File: config.mk
export PLATFORM = sky130hd
export DESIGN_NAME = serial_word_receiver
export DESIGN_NICKNAME = d
export VERILOG_FILES = /design/src/rtl/serial_word_receiver_pkg.sv /design/src/rtl/rx_out_slot.sv /design/src/rtl/serial_word_receiver.sv
export SDC_FILE = /design/constraint.sdc
export NUM_CORES = 1
export LEC_CHECK = 0
export CAP_MARGIN = 20
export CORE_ASPECT_RATIO = 1.4
export CORE_MARGIN = 1
export CORE_UTILIZATION = 51
export DETAILED_ROUTE_END_ITERATION = 16
export GPL_TIMING_DRIVEN = 0
export PLACE_DENSITY = 0.77
export REMOVE_ABC_BUFFERS = 1
export SLEW_MARGIN = 20
export SYNTH_ARGS = -nofsm -noshare
export SYNTH_HDL_FRONTEND = slang
export SYNTH_HIERARCHICAL = 1
export SYNTH_SLANG_ARGS = --single-unit
File: constraint.sdc
create_clock -name clk -period 1.6 [get_ports clk]
set_input_delay 0.24 -clock clk [delete_from_list [all_inputs] [get_ports clk]]
set_output_delay 0.24 -clock clk [all_outputs]
set_load 0.005 [all_outputs]
File: src/rtl/serial_word_receiver_pkg.sv
// serial_word_receiver_pkg
// Shared types and constants for the serial word receiver.
//   rx_state_t : receiver state (IDLE waiting for a frame start, SHIFT mid-word)
//   ORDER_LSB  : bit-order code meaning the first received bit is bit 0
//   ORDER_MSB  : bit-order code meaning the first received bit is bit WIDTH-1
package serial_word_receiver_pkg;

   typedef enum logic {
      IDLE  = 1'b0,
      SHIFT = 1'b1
   } rx_state_t;

   localparam logic ORDER_LSB = 1'b1;
   localparam logic ORDER_MSB = 1'b0;

endpackage

File: src/rtl/rx_out_slot.sv
// rx_out_slot
// Single-entry valid/ready holding register for completed words.
// Ports:
//   clk, rst      : clock, synchronous active-high reset
//   load          : capture din this cycle (caller guarantees slot is free or draining)
//   din           : word to capture
//   m_data        : held word, stable while m_valid is high, keeps last value after drain
//   m_valid       : word available
//   m_ready       : consumer takes the word when m_valid & m_ready
//   full          : slot currently holds an undelivered word
module rx_out_slot #(
   parameter int WIDTH = 8
) (
   input  logic             clk,
   input  logic             rst,
   input  logic             load,
   input  logic [WIDTH-1:0] din,
   output logic [WIDTH-1:0] m_data,
   output logic             m_valid,
   input  logic             m_ready,
   output logic             full
);

   // A load wins over a drain, so a word arriving in the same cycle the
   // consumer takes the old one keeps m_valid high without a bubble.
   always_ff @(posedge clk) begin
      if (rst) begin
         m_data  <= '0;
         m_valid <= 1'b0;
      end else if (load) begin
         m_data  <= din;
         m_valid <= 1'b1;
      end else if (m_valid && m_ready) begin
         m_valid <= 1'b0;
      end
   end

   assign full = m_valid;

endmodule

File: src/rtl/serial_word_receiver.sv
// serial_word_receiver
// Assembles framed single-bit streams into WIDTH-bit words, LSB-first or
// MSB-first, and hands them to a one-entry valid/ready output slot.
// Ports:
//   clk, rst   : clock, synchronous active-high reset
//   lsb_first  : bit order, sampled together with the framing bit
//   s_din      : serial data bit
//   s_valid    : bit strobe
//   s_frame    : current bit is the first bit of a word (only with s_valid)
//   m_data     : received word
//   m_valid    : word available
//   m_ready    : consumer accepts the word
//   busy       : a word is partially received
//   overrun    : one-cycle pulse, a completed word was dropped (slot full)
//   frame_err  : one-cycle pulse, a new frame started mid-word
module serial_word_receiver
   import serial_word_receiver_pkg::*;
#(
   parameter int WIDTH = 8
) (
   input  logic             clk,
   input  logic             rst,
   input  logic             lsb_first,
   input  logic             s_din,
   input  logic             s_valid,
   input  logic             s_frame,
   output logic [WIDTH-1:0] m_data,
   output logic             m_valid,
   input  logic             m_ready,
   output logic             busy,
   output logic             overrun,
   output logic             frame_err
);

   localparam int CW = $clog2(WIDTH);
   localparam logic [CW-1:0] LAST_CNT = CW'(WIDTH - 1);

   rx_state_t        state;
   logic [CW-1:0]    cnt;
   logic             order_q;
   logic [WIDTH-1:0] sr;
   logic             done_q;

   logic             first_bit;
   logic             last_bit;
   logic             accept;
   logic             bit_order;
   logic [WIDTH-1:0] shifted;
   logic             slot_full;
   logic             slot_load;

   // A framing bit always starts a fresh word, from either state. The first
   // bit of a word must use the order sampled alongside it, not the stale
   // order_q left over from the previous frame.
   always_comb begin
      first_bit = s_valid & s_frame;
      accept    = s_valid & (s_frame | (state == SHIFT));
      last_bit  = s_valid & ~s_frame & (state == SHIFT) & (cnt == LAST_CNT);
      bit_order = first_bit ? lsb_first : order_q;
      if (bit_order == ORDER_LSB) begin
         shifted = {s_din, sr[WIDTH-1:1]};
      end else begin
         shifted = {sr[WIDTH-2:0], s_din};
      end
   end

   // Receive FSM. When the final bit is accepted, sr holds the finished word
   // and done_q flags it for one cycle; the output slot picks it up on the
   // next edge. sr is not overwritten before then, because the earliest
   // following bit lands on that same edge.
   always_ff @(posedge clk) begin
      if (rst) begin
         state     <= IDLE;
         cnt       <= '0;
         order_q   <= ORDER_LSB;
         sr        <= '0;
         done_q    <= 1'b0;
         frame_err <= 1'b0;
      end else begin
         done_q    <= 1'b0;
         frame_err <= 1'b0;
         if (accept) begin
            sr <= shifted;
            if (first_bit) begin
               order_q   <= lsb_first;
               cnt       <= CW'(1);
               state     <= SHIFT;
               frame_err <= (state == SHIFT);
            end else if (last_bit) begin
               cnt    <= '0;
               state  <= IDLE;
               done_q <= 1'b1;
            end else begin
               cnt <= cnt + CW'(1);
            end
         end
      end
   end

   // The finished word may enter the slot when the slot is empty or is being
   // drained in the same cycle. Otherwise the word is lost and overrun is flagged.
   always_comb begin
      slot_load = done_q & (~slot_full | m_ready);
   end

   // Overrun is registered so it lines up with the other status pulses.
   always_ff @(posedge clk) begin
      if (rst) begin
         overrun <= 1'b0;
      end else begin
         overrun <= done_q & slot_full & ~m_ready;
      end
   end

   assign busy = (state == SHIFT);

   rx_out_slot #(
      .WIDTH (WIDTH)
   ) u_out_slot (
      .clk     (clk),
      .rst     (rst),
      .load    (slot_load),
      .din     (sr),
      .m_data  (m_data),
      .m_valid (m_valid),
      .m_ready (m_ready),
      .full    (slot_full)
   );

endmodule

# [Word-level counts from Yosys, hierarchy flattened]
# Cells that the tools add are included.
[word_totals] ram_bits=0 elab_cells=41 output_inout_bits=12 latchBits=0 reg_bits=25 mem_bits_ro=0 inputBits=7 n_memories=0
[op_classes] n_div=0 eq_ne=1 n_bitwise=15 shift=0 add_sub_neg=1 reduce_logical=6 multipliers=0 n_mux=9 order_cmp=0
[ops] operator="$and A1 B1 Y1" n=8
[ops] operator="$mux W8" n=1
[ops] operator="$mux W1" n=6
[ops] operator="$mux W3" n=2
[ops] operator="$reduce_or A3 Y1" n=2
[ops] operator="$not A1 Y1" n=5
[ops] operator="$reduce_bool A2 Y1" n=2
[ops] operator="$add A3 B1 Y3 const B" n=1
[ops] operator="$eq A3 B3 Y1 const B" n=1
[ops] operator="$or A1 B1 Y1" n=2
[ops] operator="$reduce_and A2 Y1" n=1
[ops] operator="$logic_and A1 B1 Y1" n=1

# [Depth between registers and ports, before layout]
[logic_depth] depth_word=6 ltp_mapped=6 mapped_depth_nobuf=5

# [Cells and area by module]
# Netlist, hierarchy kept.
[by_module_without_submodules] mod="serial_word_receiver" seq_area_each_um2=320.3 cells_each=81 area_per_inst_um2=787.0 instances=1
[by_module_without_submodules] mod="rx_out_slot" seq_area_each_um2=180.2 cells_each=31 area_per_inst_um2=329.1 instances=1

# [Least setup slack after synthesis]
# No wires, ideal clock.
[synth_timing] path_type="input to register" from="input port s_frame" to="register sr[0]" required_ns=1.497 setup_ns=0.103 t_arrival_ns=1.276 path_stages=6 setup_slack_ns=0.221 path_buffers=3 path_cell_list="buf_4 and3_4 buf_6 or2_1 buf_6 a2111oi_2"
[synth_via] elab_chain_len=3 word_cells_on_any_way=5 cone_classes="mux (2); bitwise (3)"
[synth_lines] item="start: declaration" line="serial_word_receiver.sv:26" rtl="input logic s_frame,"
[synth_lines] item="$and A1 B1 Y1" line="serial_word_receiver.sv:56" rtl="first_bit = s_valid & s_frame;"
[synth_lines] item="$mux W1"
[synth_lines] item="$mux W8" line="serial_word_receiver.sv:60" rtl="if (bit_order == ORDER_LSB) begin"
[synth_lines] item="end signal: assignment" line="serial_word_receiver.sv:83" rtl="sr <= shifted;"
[synth_lines] item="end: declaration" line="serial_word_receiver.sv:41" rtl="logic [WIDTH-1:0] sr;"
# Parallel ways exist; a longest one is shown, timed or not.
# A chain may end at the register's enable or synchronous reset.

# [Worst setup path in the final report]
[layout_timing] from="register state (netlist: busy)" to="output port busy"
[layout_rtl] item="start: declaration" line="serial_word_receiver.sv:38" rtl="rx_state_t state;"
[layout_rtl] item="start signal: assignment" line="serial_word_receiver.sv:73" rtl="state <= IDLE;"
[layout_rtl] item="start signal: assignment" line="serial_word_receiver.sv:87" rtl="state <= SHIFT;"
[layout_rtl] item="start signal: assignment" line="serial_word_receiver.sv:91" rtl="state <= IDLE;"
[layout_rtl] item="end: declaration" line="serial_word_receiver.sv:30" rtl="output logic busy,"
# No word-level cell between the ends.

==> results.txt <==
Timing analysis after detailed placement gives a worst setup slack of -0.454 ns. The total length of routed wires came out at 1990 um. The clock period minus worst slack came out at 1.50 ns.

After synthesis, the cell types taking the most area are sky130_fd_sc_hd__dfxtp_1 45%, sky130_fd_sc_hd__a2111oi_2 9.4%, sky130_fd_sc_hd__nor2_1 8.7%, sky130_fd_sc_hd__mux2i_1 7.2%, sky130_fd_sc_hd__nor4_1 5.0%. The setup-violating endpoint count in the final report came out at 0. The post-layout utilization of the core came out at 63.7%. Across the run, the number of max-cap violations was 0. Across all setup checks in the final design, the least slack found is 0.101 ns. The total clock sinks came out at 25. The post-synthesis area per instance came out at 9.96 sq um. The count of different cell masters after synthesis came out at 30. The overall routing resource usage came out at 18.7%.

The clock network fraction of total power came out at 25.4%. The timing-limited maximum frequency came out at 667 MHz. The standard cell core area came out at 2020 sq um.

The clock tree from TritonCTS is yes. The run finished with clean final reports. The commonest register cell after synthesis is sky130_fd_sc_hd__dfxtp_1.

The number of flip-flops and latches in the synthesized netlist is 25. The height of the die came out at 57.4 um. After clock tree synthesis, the clock-pin slew on the worst setup and hold paths is 0.12 ns. The post-route worst hold slack came out at 0.488 ns. In the final timing run, aggregate negative setup slack is 0 ns. By instance count, the leading cell after synthesis is sky130_fd_sc_hd__nor2_1. The analysis attributes to net switching a power of 0.000279 W.

At the pin with the least slew margin, the transition time is 1.01 ns. The maximum fanout encountered on the critical timing path came out at 7. The number of buffers created by CTS is 3.

STA classifies the critical path endpoint as an output pin. The cell family with the largest share of critical-path delay is buffers and inverters. Yosys printed 6 warnings.

The number of DRC markers after the initial detailed-route iteration came out at 11. The classification of the worst-slack hold path is flip-flop to flip-flop. After detailed routing, no signal wire sits above met4. The via count of the first global-routing pass is 803.

At the worst endpoint, the arrival time is 1.26 ns. The final weighted congestion in routability-driven placement came out at 0.739. The fraction of synthesis flops using an asynchronous set or reset pin is 0%.

For this design the static power due to leakage is 0.447 nW. By count the netlist is led by 26 x sky130_fd_sc_hd__nor2_1, 25 x sky130_fd_sc_hd__dfxtp_1, 9 x sky130_fd_sc_hd__nor4_1. Setup repair after global routing left no endpoint under its margin.

Traced cell by cell, the critical path runs through clkdlybuf4s50_1. The switching part of the total is 25.9%. The via count came out at 846. The biggest area consumer among synthesized cells is sky130_fd_sc_hd__dfxtp_1. The number of nets at the end of the flow is 136.

Entering global routing, the biggest net connects 26 pins. The delay of the slowest cell on the worst path came out at 0.52 ns. The routed length on met1 is 912 um.

The total count of hold-check failures in the final report is 0. The total met2 wirelength after detailed routing is 987 um. The critical-path cell with the highest stage delay is sky130_fd_sc_hd__clkdlybuf4s50_1.

In this run the number of H-tree levels came out at 1. The initial standard-cell utilization of the core came out at 55.2%. The count of unresolved DRC violations after routing is 0. The number of antenna violations at the first check in global routing is 0. The worst pin sits at a relative slew slack of 32.6%. In the final layout, the share of cells above drive strength 1 is 13.5%. The die covers 2380 sq um. The detail-routed via count per cell is 5.76. The area of the mapped netlist is 1120 sq um. Dividing the final minimum period by the clock period gives 93.7%.

The worst-case IR drop observed on VDD is 0.642 mV. The first detailed-routing pass took 4 iterations. The cell internal power dissipation is 0.000800 W.

In the final layout, the multi-input gates occupy 538 sq um. After detailed routing, the average wire length per cell comes to 13.6 um. The synthesized design contains 0 enable-type register cells. From synthesis to final layout, the design area changed by 15.4%. The global-route wire length before repair came out at 3460 um. The die span in x came out at 41.5 um. The final-report max-slew violation count is 0. The category of the worst setup path launch point is a flip-flop.

The type of the setup path with the least slack is flip-flop to output pin. The leftover overflow at the end of global routing came out at 0. The final antenna diode count came out at 0.

The setup skew after layout is 0.00429 ns. The number of filler instances in the final layout came out at 185. The HPWL after detailed placement is 1360 um. The buffers plus inverters on the worst setup path is 1. The sequential area share after synthesis is 44.8%. The total of buffers placed on input and output ports is 18. The clock tree buffer depth is 2. The remaining number of nets flagged by the antenna check after routing is 0. Across the whole layout, storage elements account for 502 sq um. The top cell type by area accounts for 44.8% of the synthesized area. Total power for the finished layout comes to 0.00108 W. The data required time at the worst endpoint came out at 1.36 ns.

The clock latency at the later pin of the worst-skew pair came out at 0.31 ns. The cell area power density came out at 838 nW/um^2. The number of rows in the core area is 19. Summed over all nets, wire length on met3 after detailed routing comes to 51 um.

Of the total power, registers draw 62.0%. The gate count after technology mapping is 112. CTS placed an instance of sky130_fd_sc_hd__clkbuf_4 at the clock tree root. Of the total power, combinational logic draws 12.6%.

For this design the top-level I/O count stands at 19.
==> kinds of logic after synthesis <==
kind of cell | synth area share [%]
and+or+nand+nor | 20.7
DFF | 44.8
AOI/OAI and AO/OA | 17.4
buffers and inverters | 7.62
muxes | 7.18
adders and majority gates | 2.24
==> through the flow <==
stage / cell area (sq um) / std cells
2_1_floorplan: 1040 / 103
3_3_place_gp: 1250 / 142
3_5_place_dp: 1260 / 143
4_1_cts: 1290 / 147
5_1_grt: 1290 / 147
6_report: 1290 / 147
==> cell type report <==
cell class	count	share of cell area, %
tap	21	2.04
multi-input combinational	75	41.8
inverter	3	0.875
sequential	25	39.0
clock buffer	4	2.04
timing repair buffer	19	14.3
==> flip-flops by register name (all words and copies together), names as in the netlist <==
| name | count |
|---|---|
| busy | 1 |
| cnt | 3 |
| done_q | 1 |
| frame_err | 1 |
| order_q | 1 |
| overrun | 1 |
| sr | 8 |
| u_out_slot/full | 1 |
| u_out_slot/m_data | 8 |
==> cell usage in the layout, fill, tap and decap left out <==
cell,n
sky130_fd_sc_hd__a22oi_1,2
sky130_fd_sc_hd__mux2i_1,8
sky130_fd_sc_hd__or2_1,1
sky130_fd_sc_hd__clkdlybuf4s50_1,15
sky130_fd_sc_hd__ha_1,2
sky130_fd_sc_hd__nand2b_1,1
sky130_fd_sc_hd__a211oi_1,1
sky130_fd_sc_hd__a21boi_1,1
sky130_fd_sc_hd__dlygate4sd2_1,3
sky130_fd_sc_hd__inv_1,3
sky130_fd_sc_hd__a21boi_2,1
sky130_fd_sc_hd__buf_4,1
sky130_fd_sc_hd__a21oi_1,2
sky130_fd_sc_hd__or3_2,1
sky130_fd_sc_hd__dfxtp_2,1
sky130_fd_sc_hd__and3b_2,1
sky130_fd_sc_hd__a2111oi_2,7
sky130_fd_sc_hd__nor3b_1,2
sky130_fd_sc_hd__nor4bb_1,1
sky130_fd_sc_hd__o21ai_0,1
sky130_fd_sc_hd__nand2_1,3
sky130_fd_sc_hd__o21a_1,1
sky130_fd_sc_hd__a32oi_1,1
sky130_fd_sc_hd__dfxtp_1,24
sky130_fd_sc_hd__nor2_1,26
sky130_fd_sc_hd__clkbuf_4,3
sky130_fd_sc_hd__and3_4,1
sky130_fd_sc_hd__o21bai_1,1
sky130_fd_sc_hd__o21ai_4,1
sky130_fd_sc_hd__nor4_1,9
sky130_fd_sc_hd__clkbuf_1,1
==> what timing repair did <==
action                     in CTS  in global routing
hold endpoints to repair        0                  0
setup buffers                   0                  0
resized for setup               5                  0
setup endpoints to repair       8                  0
hold buffers                    0                  0
==> power groups by stage <==
stage / Combinational, W / Sequential, W / Clock [W]
floorplan: 0.0000869 / 0.000676 / 0
global placement: 0.000132 / 0.000681 / 0
detailed placement: 0.000137 / 0.000682 / 0
CTS: 0.000136 / 0.000669 / 0.000286
global route: 0.000150 / 0.000673 / 0.000309
finish: 0.000136 / 0.000669 / 0.000274
==> final timing paths <==
kind	startpoint	to	slack, ns	cells after the start
worst min register to register	done_q	overrun	0.49	1
worst max-delay path	busy	busy	0.10	1
worst min-delay path	done_q	overrun	0.49	1
worst max register to register	order_q	sr[7]	0.20	3
==> layer usage <==
metal  vias to the layer above  track usage [%]
met3                         4             2.22
met4                         0             12.0
met2                        16             31.3
li1                        432                -
met1                       394             22.6
met5                         -                0
(Power assumes the default switching activity.)
